`src/rtl/keypad_pin_entry.sv`:
```
// 4-digit BCD PIN checker with fail counting, timed lockout and entry timeout; enter -> unlock/bad_pin in 2 cycles.
// No backpressure: keys arriving while a check, grant, deny or lockout is in progress are dropped.
module keypad_pin_entry #(
    parameter logic [15:0] DEFAULT_PIN         = 16'h1234,
    parameter int          MAX_FAILS           = 3,
    parameter int          LOCKOUT_CYCLES      = 500_000_000,
    parameter int          ENTRY_TIMEOUT       = 250_000_000,
    parameter int          UNLOCK_PULSE_CYCLES = 4
) (
    input  logic        FPGA_CLK1_50,
    input  logic        reset_n,
    input  logic        key_valid,
    input  logic [3:0]  key_code,
    input  logic        pin_load,
    input  logic [15:0] pin_value,
    output logic        unlock_signal,
    output logic        bad_pin,
    output logic        lockout,
    output logic [2:0]  digit_count
);

    localparam int MAX_AB  = (LOCKOUT_CYCLES > ENTRY_TIMEOUT) ? LOCKOUT_CYCLES : ENTRY_TIMEOUT;
    localparam int MAX_CYC = (MAX_AB > UNLOCK_PULSE_CYCLES) ? MAX_AB : UNLOCK_PULSE_CYCLES;
    localparam int TW      = (MAX_CYC > 1) ? $clog2(MAX_CYC) : 1;

    localparam logic [TW-1:0] ENTRY_LAST = TW'(ENTRY_TIMEOUT - 1);
    localparam logic [TW-1:0] LOCK_LAST  = TW'(LOCKOUT_CYCLES - 1);
    localparam logic [TW-1:0] PULSE_LAST = TW'(UNLOCK_PULSE_CYCLES - 1);
    localparam logic [TW-1:0] TIMER_ONE  = TW'(1);
    localparam logic [2:0]    MAX_F      = 3'(MAX_FAILS);

    typedef enum logic [2:0] {
        ST_IDLE,
        ST_ENTRY,
        ST_CHECK,
        ST_GRANT,
        ST_DENY,
        ST_LOCKOUT
    } state_t;

    state_t         state_q;
    logic [15:0]    entry_q;
    logic [15:0]    pin_q;
    logic [2:0]     cnt_q;
    logic           overlong_q;
    logic [2:0]     fail_q;
    logic [TW-1:0]  timer_q;
    logic           unlock_q;
    logic           bad_q;
    logic           lock_q;

    logic key_digit;
    logic key_clear;
    logic key_enter;
    logic pin_match;
    logic [2:0] fail_next;

    assign key_digit = key_valid && (key_code <= 4'd9);
    assign key_clear = key_valid && (key_code == 4'hA);
    assign key_enter = key_valid && (key_code == 4'hB);
    assign pin_match = (cnt_q == 3'd4) && !overlong_q && (entry_q == pin_q);
    assign fail_next = fail_q + 3'd1;

    always_ff @(posedge FPGA_CLK1_50 or negedge reset_n) begin
        if (!reset_n) begin
            state_q    <= ST_IDLE;
            entry_q    <= '0;
            pin_q      <= DEFAULT_PIN;
            cnt_q      <= '0;
            overlong_q <= 1'b0;
            fail_q     <= '0;
            timer_q    <= '0;
            unlock_q   <= 1'b0;
            bad_q      <= 1'b0;
            lock_q     <= 1'b0;
        end else begin
            // The stored PIN updates in any state; CHECK still sees the old value this cycle.
            if (pin_load) begin
                pin_q <= pin_value;
            end

            unique case (state_q)
                ST_IDLE: begin
                    timer_q <= '0;
                    if (pin_load || key_clear) begin
                        entry_q    <= '0;
                        cnt_q      <= '0;
                        overlong_q <= 1'b0;
                    end else if (key_digit) begin
                        entry_q <= {12'h000, key_code};
                        cnt_q   <= 3'd1;
                        state_q <= ST_ENTRY;
                    end
                end

                ST_ENTRY: begin
                    if (pin_load || key_clear) begin
                        entry_q    <= '0;
                        cnt_q      <= '0;
                        overlong_q <= 1'b0;
                        timer_q    <= '0;
                        state_q    <= ST_IDLE;
                    end else if (key_digit) begin
                        timer_q <= '0;
                        if (cnt_q == 3'd4) begin
                            overlong_q <= 1'b1;
                        end else begin
                            entry_q <= {entry_q[11:0], key_code};
                            cnt_q   <= cnt_q + 3'd1;
                        end
                    end else if (key_enter) begin
                        timer_q <= '0;
                        state_q <= ST_CHECK;
                    end else if (timer_q == ENTRY_LAST) begin
                        entry_q    <= '0;
                        cnt_q      <= '0;
                        overlong_q <= 1'b0;
                        timer_q    <= '0;
                        state_q    <= ST_IDLE;
                    end else begin
                        timer_q <= timer_q + TIMER_ONE;
                    end
                end

                ST_CHECK: begin
                    entry_q    <= '0;
                    cnt_q      <= '0;
                    overlong_q <= 1'b0;
                    timer_q    <= '0;
                    if (pin_match) begin
                        unlock_q <= 1'b1;
                        state_q  <= ST_GRANT;
                    end else begin
                        bad_q   <= 1'b1;
                        state_q <= ST_DENY;
                    end
                end

                ST_GRANT: begin
                    fail_q <= '0;
                    if (timer_q == PULSE_LAST) begin
                        unlock_q <= 1'b0;
                        timer_q  <= '0;
                        state_q  <= ST_IDLE;
                    end else begin
                        timer_q <= timer_q + TIMER_ONE;
                    end
                end

                ST_DENY: begin
                    bad_q   <= 1'b0;
                    timer_q <= '0;
                    if (fail_next == MAX_F) begin
                        fail_q  <= fail_next;
                        lock_q  <= 1'b1;
                        state_q <= ST_LOCKOUT;
                    end else begin
                        fail_q  <= fail_next;
                        state_q <= ST_IDLE;
                    end
                end

                ST_LOCKOUT: begin
                    if (timer_q == LOCK_LAST) begin
                        lock_q  <= 1'b0;
                        fail_q  <= '0;
                        timer_q <= '0;
                        state_q <= ST_IDLE;
                    end else begin
                        timer_q <= timer_q + TIMER_ONE;
                    end
                end

                default: begin
                    state_q  <= ST_IDLE;
                    unlock_q <= 1'b0;
                    bad_q    <= 1'b0;
                    lock_q   <= 1'b0;
                    timer_q  <= '0;
                end
            endcase
        end
    end

    assign unlock_signal = unlock_q;
    assign bad_pin       = bad_q;
    assign lockout       = lock_q;
    assign digit_count   = cnt_q;

    a_fail_bounded: assert property (@(posedge FPGA_CLK1_50) disable iff (!reset_n) fail_q <= MAX_F);
    a_count_bounded: assert property (@(posedge FPGA_CLK1_50) disable iff (!reset_n) cnt_q <= 3'd4);
    a_outputs_exclusive: assert property (@(posedge FPGA_CLK1_50) disable iff (!reset_n)
        !(unlock_q && bad_q) && !(unlock_q && lock_q));

endmodule

```
`config.mk`:
```
export PLATFORM = sky130hd
export DESIGN_NAME = keypad_pin_entry
export DESIGN_NICKNAME = d
export VERILOG_FILES = /design/src/rtl/keypad_pin_entry.sv
export SDC_FILE = /design/constraint.sdc
export NUM_CORES = 1
export LEC_CHECK = 0
export ABC_CLOCK_PERIOD_IN_PS = 3300
export BUFFER_PORTS_ARGS = -buffer_cell sky130_fd_sc_hd__buf_2
export CAP_MARGIN = 40
export CORE_ASPECT_RATIO = 0.7
export CORE_UTILIZATION = 60
export DETAILED_ROUTE_END_ITERATION = 7
export PLACE_DENSITY = 0.8
export SLEW_MARGIN = 0
export SYNTH_ARGS = -nofsm -noshare
export SYNTH_HDL_FRONTEND = slang
export SYNTH_SLANG_ARGS = --single-unit
```
`constraint.sdc`:
```
create_clock -name FPGA_CLK1_50 -period 3.3 [get_ports FPGA_CLK1_50]
set_clock_uncertainty 0.15 [all_clocks]
set_input_delay 0.33 -clock FPGA_CLK1_50 [delete_from_list [all_inputs] [get_ports FPGA_CLK1_50]]
set_output_delay 0.33 -clock FPGA_CLK1_50 [all_outputs]
set_load 0.01 [all_outputs]
```
# == Word-level counts from Yosys, hierarchy flattened ==
# Cells that the tools add are included.
# op_classes
addsub,3
multipliers,0
div_mod_pow,0
order_cmp,1
eq_ne,28
shift,0
muxes,48
bitwise_logic,3
reduce_logical,20
# op_table
operator,n
$mux 29,6
$mux 16,7
$pmux 29 s3,1
$pmux 16 s3,1
$mux 3,15
$add 29x1->29 const B,1
$eq 29x2->1 const B,1
$eq 29x28->1 const B,1
$eq 29x29->1 const B,1
$ne 4x4->1 const B,5
$pmux 3 s3,2
$pmux 3 s6,1
$eq 16x16->1,1
$ne 2x2->1 const B,8
$reduce_or 4->1,3
$mux 1,11
$reduce_and 5->1,2
$eq 3x2->1 const B,3
$eq 3x3->1 const B,3
$pmux 1 s3,3
$eq 4x4->1 const B,2
$add 3x1->3 const B,2
$ne 3x3->1 const B,2
$reduce_and 3->1,2
11 further kinds,19
# word_totals
ff_bits,74
latch_bits,0
ram_bits,0
rom_bits,0
inputBits,24
output_inout_bits,6
word_cells,113
mem_count,0

# == Depth between registers and ports, before layout ==
# logic_depth
word_depth,6
ltp_mapped,7
ltp_nobuf,6

# == Worst setup path before layout ==
# Ideal clock, no wire load.
# synth_path
path_type,register to register
start,register timer_q[0]
end,register cnt_q[0] (netlist: digit_count[0])
setup_time_ns,0.125
t_arrival_ns,2.253
required_time_ns,3.025
setup_slack_ns,0.773
stages_incl_launch_ff,7
n_path_buf,0
synth_period_minus_slack_ns,2.527
cell_sequence,dfrtp_1 ha_1 or4b_1 nor3_2 nand4_2 a211oi_4 mux2_2
# synth_between
elab_chain_len,3
# synth_rtl
item,line,source
start: declaration,47,logic [TW-1:0] timer_q;
start signal: assignment,121,timer_q <= timer_q + TIMER_ONE;
start signal: assignment,146,timer_q <= timer_q + TIMER_ONE;
start signal: assignment,170,timer_q <= timer_q + TIMER_ONE;
$eq 29x28->1,114,end else if (timer_q == ENTRY_LAST) begin
$ne 4x4->1 (no line),n/a,
$reduce_and 5->1 (no line),n/a,
end signal: assignment,109,cnt_q <= cnt_q + 3'd1;
end: declaration,44,logic [2:0] cnt_q;
# No other way between the ends.
# A chain may end at the register's enable or synchronous reset.

# == Final worst setup path ==
# layout_path
start,register timer_q[0]
end,register entry_q[13]
# layout_between
elab_chain_len,3
# layout_rtl
item,line,source
$eq 29x28->1,114,
$ne 4x4->1 (no line),n/a,
$reduce_and 5->1 (no line),n/a,
end signal: assignment,90,"entry_q <= {12'h000, key_code};"
end signal: assignment,108,"entry_q <= {entry_q[11:0], key_code};"
end: declaration,42,logic [15:0] entry_q;
# No other way between the ends.

==> qor.yml <==
outcome:
  status: "finished, violations left"
  violations: "design-rule violations"
detailed_routing:
  viasPerCell: 6.12
  drtIter0Drc: 288
  wirelength_met1_um: 4140
  wl_met2_um: 3770
  met3_length_um: 713
  top_layer: "met4"
  wire_per_inst_um: 17.4
  vias: 3060
  drc: 3
  wirelength_um: 8720
  ant_nets: 0
  drtPass1Iterations: 8
clock_network:
  cts_buffers: 9
  ctsRootBufferMaster: "clkbuf_8"
  cts_tree: "yes"
  clock_sinks: 74
  cts_htree_levels: 3
  cts_setup_buffers: 0
  cts.clk_slew.worst_paths_ns: 0.08
  cts_buffer_depth: 2
  clk-insertion-delay-late_ns: 0.36
  cts_resized: 0
  ctsHoldBuffers: 1
global_routing:
  grtUsageTotal_pct: 28.1
  grt_max_degree: 50
  antenna_found_initial: 0
  grt_pass1_vias: 2938
  grt_first_pass_wirelength_um: 14700
  grt_overflow_total: 0
synthesis:
  netlist_area_sq_mm: 0.00388
  syn_nets: 411
  netlist_instances: 382
  async_reset_ff_share_pct: 100
  yosys.cell_types.count: 50
  synth_ff_type: "dfrtp_1"
  ys_seq_area_share_pct: 47.9
  synth_edf_count: 0
  synth_top_area_cell: "dfrtp_1"
  syn-mean-instance-area_sq_um: 10.1
  synth_top_family_by_area: "simple AND/OR/NAND/NOR gates"
  yosys_warnings: 0
  synth_common_cells: "69 x dfrtp_1, 41 x nor2_1, 32 x nand2_1, 29 x xnor2_1, 25 x mux2_2"
  synth-compound-area-share_pct: 7.00
  synth.area.top_cells: "dfrtp_1 45%, mux2_2 7.3%, xnor2_1 6.6%, nor2_1 4.0%, dfstp_2 3.4%"
  synth-adder-area-share_pct: 1.61
  synthXorXnorAreaFrac_pct: 9.94
  synth-simple-area-share_pct: 20.8
  synth_mux_area_share_pct: 9.59
  synth_top_cell_area_share_pct: 44.5
  ys_ff_latch: 74
  synth.most_common_cell: "dfrtp_1"
sta:
  hold_violations: 0
  period_minus_slack_ns: 2.77
  slew_headroom_pct: 55.7
  setup_viol: 0
  tns_ns: 0
  worstMarginPinSlew_ns: 0.661
  fin_crit_sh_pct: 83.9
  rsz0062_at_grt: "no"
  slew_violations: 0
  fmax_ghz: 0.361
layout:
  design_area_sq_mm: 0.00434
  drive_gt1_share_pct: 21.1
  synthToLayoutAreaGrowth_pct: 12.0
  diodes: 0
  nets: 446
critical_path:
  worstSetupPathType: "register to register"
  cp_cell_sequence: "ha_1, or4b_1, nor3_2, nand4_2, a211oi_4, buf_4, mux2_2"
  path_buf_inv: 1
  crit_family: "simple AND/OR/NAND/NOR gates"
  arrival_ns: 2.86
  crit_path_max_incr_delay_ns: 0.46
  endpoint_kind: "register"
  cp.required_ns: 3.39
  critPathSlowestCell: "or4b_1"
  start_kind: "register"
  path_max_fanout: 19
floorplan:
  initial_utilization_pct: 62.1
  core_area_sq_mm: 0.00625
  die_y_um: 69.3
  die_w_um: 98.1
  fp-row-count: 24
  io_pins: 30
  die-area_sq_mm: 0.00679
pwr:
  static-leakage-power_nw: 1.85
  p_per_area_mw_per_mm2: 440
  vdd_drop_max_v: 0.000242
job:
  cap_violations: 0
placement:
  gp_congestion: 0.893
  port_buffers: 29
  dpl_cell_area_sq_mm: 0.00413
  dpl.hpwl_um: 6010
min_path:
  worst_hold_path_type: "input port to register"
-- through the flow --
stage | hold slack [ns] | std cells | worst slack [ns] | total power (W) | util [%]
floorplan | -0.116 | 382 | 0.773 | 0.00112 | -
global placement | 0.308 | 482 | 0.633 | 0.00118 | 65.6
detailed placement | 0.124 | 483 | 0.585 | 0.00120 | 66.1
CTS | 0.0440 | 500 | 0.538 | 0.00191 | 69.5
global route | 0.0343 | 500 | 0.404 | 0.00198 | 69.5
finish | 0.0466 | 500 | 0.530 | 0.00191 | 69.5
-- worst paths after layout --
kind	slack [ns]	from	depth (start not counted)	to
worst max-delay path	0.53	timer_q[0]	7	entry_q[13]
worst min-delay path	0.05	pin_value[15]	2	pin_q[15]
worst max register to register	0.53	timer_q[0]	7	entry_q[13]
worst min register to register	0.33	bad_pin	1	bad_pin
max in group asynchronous	2.11	reset_n	3	pin_q[9]
min in group asynchronous	0.27	reset_n	2	timer_q[19]
-- area by class of cell --
class / instances / area [sq um]
repair buffers: 35 / 215
inverters: 19 / 71.3
well taps: 78 / 97.6
fillers: 474 / 1910
clock buffers: 10 / 138
flip-flops and latches: 74 / 1860
clock inverters: 6 / 65.1
multi-input cells: 278 / 1900
-- per-layer routing --
layer,global-route usage (%),vias to the layer above
met2,40.1,147
met1,43.1,1485
li1,-,1416
met3,6.05,12
met4,8.25,0
met5,0,-
-- placed cells by master (no fill, tap or decap), types with 10 or more instances in the layout --
cell       n
dfrtp_1   69
nor2_1    41
nand2_1   32
xnor2_1   29
buf_2     28
mux2_2    25
inv_1     19
nand3_1   19
nand4_1   18
xor2_1    15
nor4_1    11
nor3_1    10
clkbuf_8  10
-- worst reg2reg max path, delay by kind of cell, from the launching register on --
kind / cells / cell delay, ns
buffers and inverters: 1 / 0.33
DFF: 1 / 0.39
muxes: 1 / 0.40
adders and majority gates: 1 / 0.21
AOI/OAI and AO/OA: 1 / 0.26
and+or+nand+nor: 3 / 0.92
-- report_power, final --
part	switching, W	total [W]	internal (W)
Combinational	0.000104	0.000198	0.0000940
Sequential	0.0000389	0.000987	0.000948
Clock	0.000352	0.000723	0.000371
-- registers in the layout, summed over array words and instances (netlist names) --
signal	cells
overlong_q	1
pin_q	16
unlock_signal	1
state_q	3
lockout	1
fail_q	3
timer_q	29
bad_pin	1
digit_count	3
entry_q	16
-- logic make-up after synthesis --
kind of cell	after synthesis
XOR/XNOR	44
multiplexers	34
buffers and inverters	30
adder cells (fa/ha/maj)	5
flip-flops	74
AND/OR/NAND/NOR	157
AO/OA/AOI/OAI	38
Note: power is estimated with default switching activity, not from simulation.
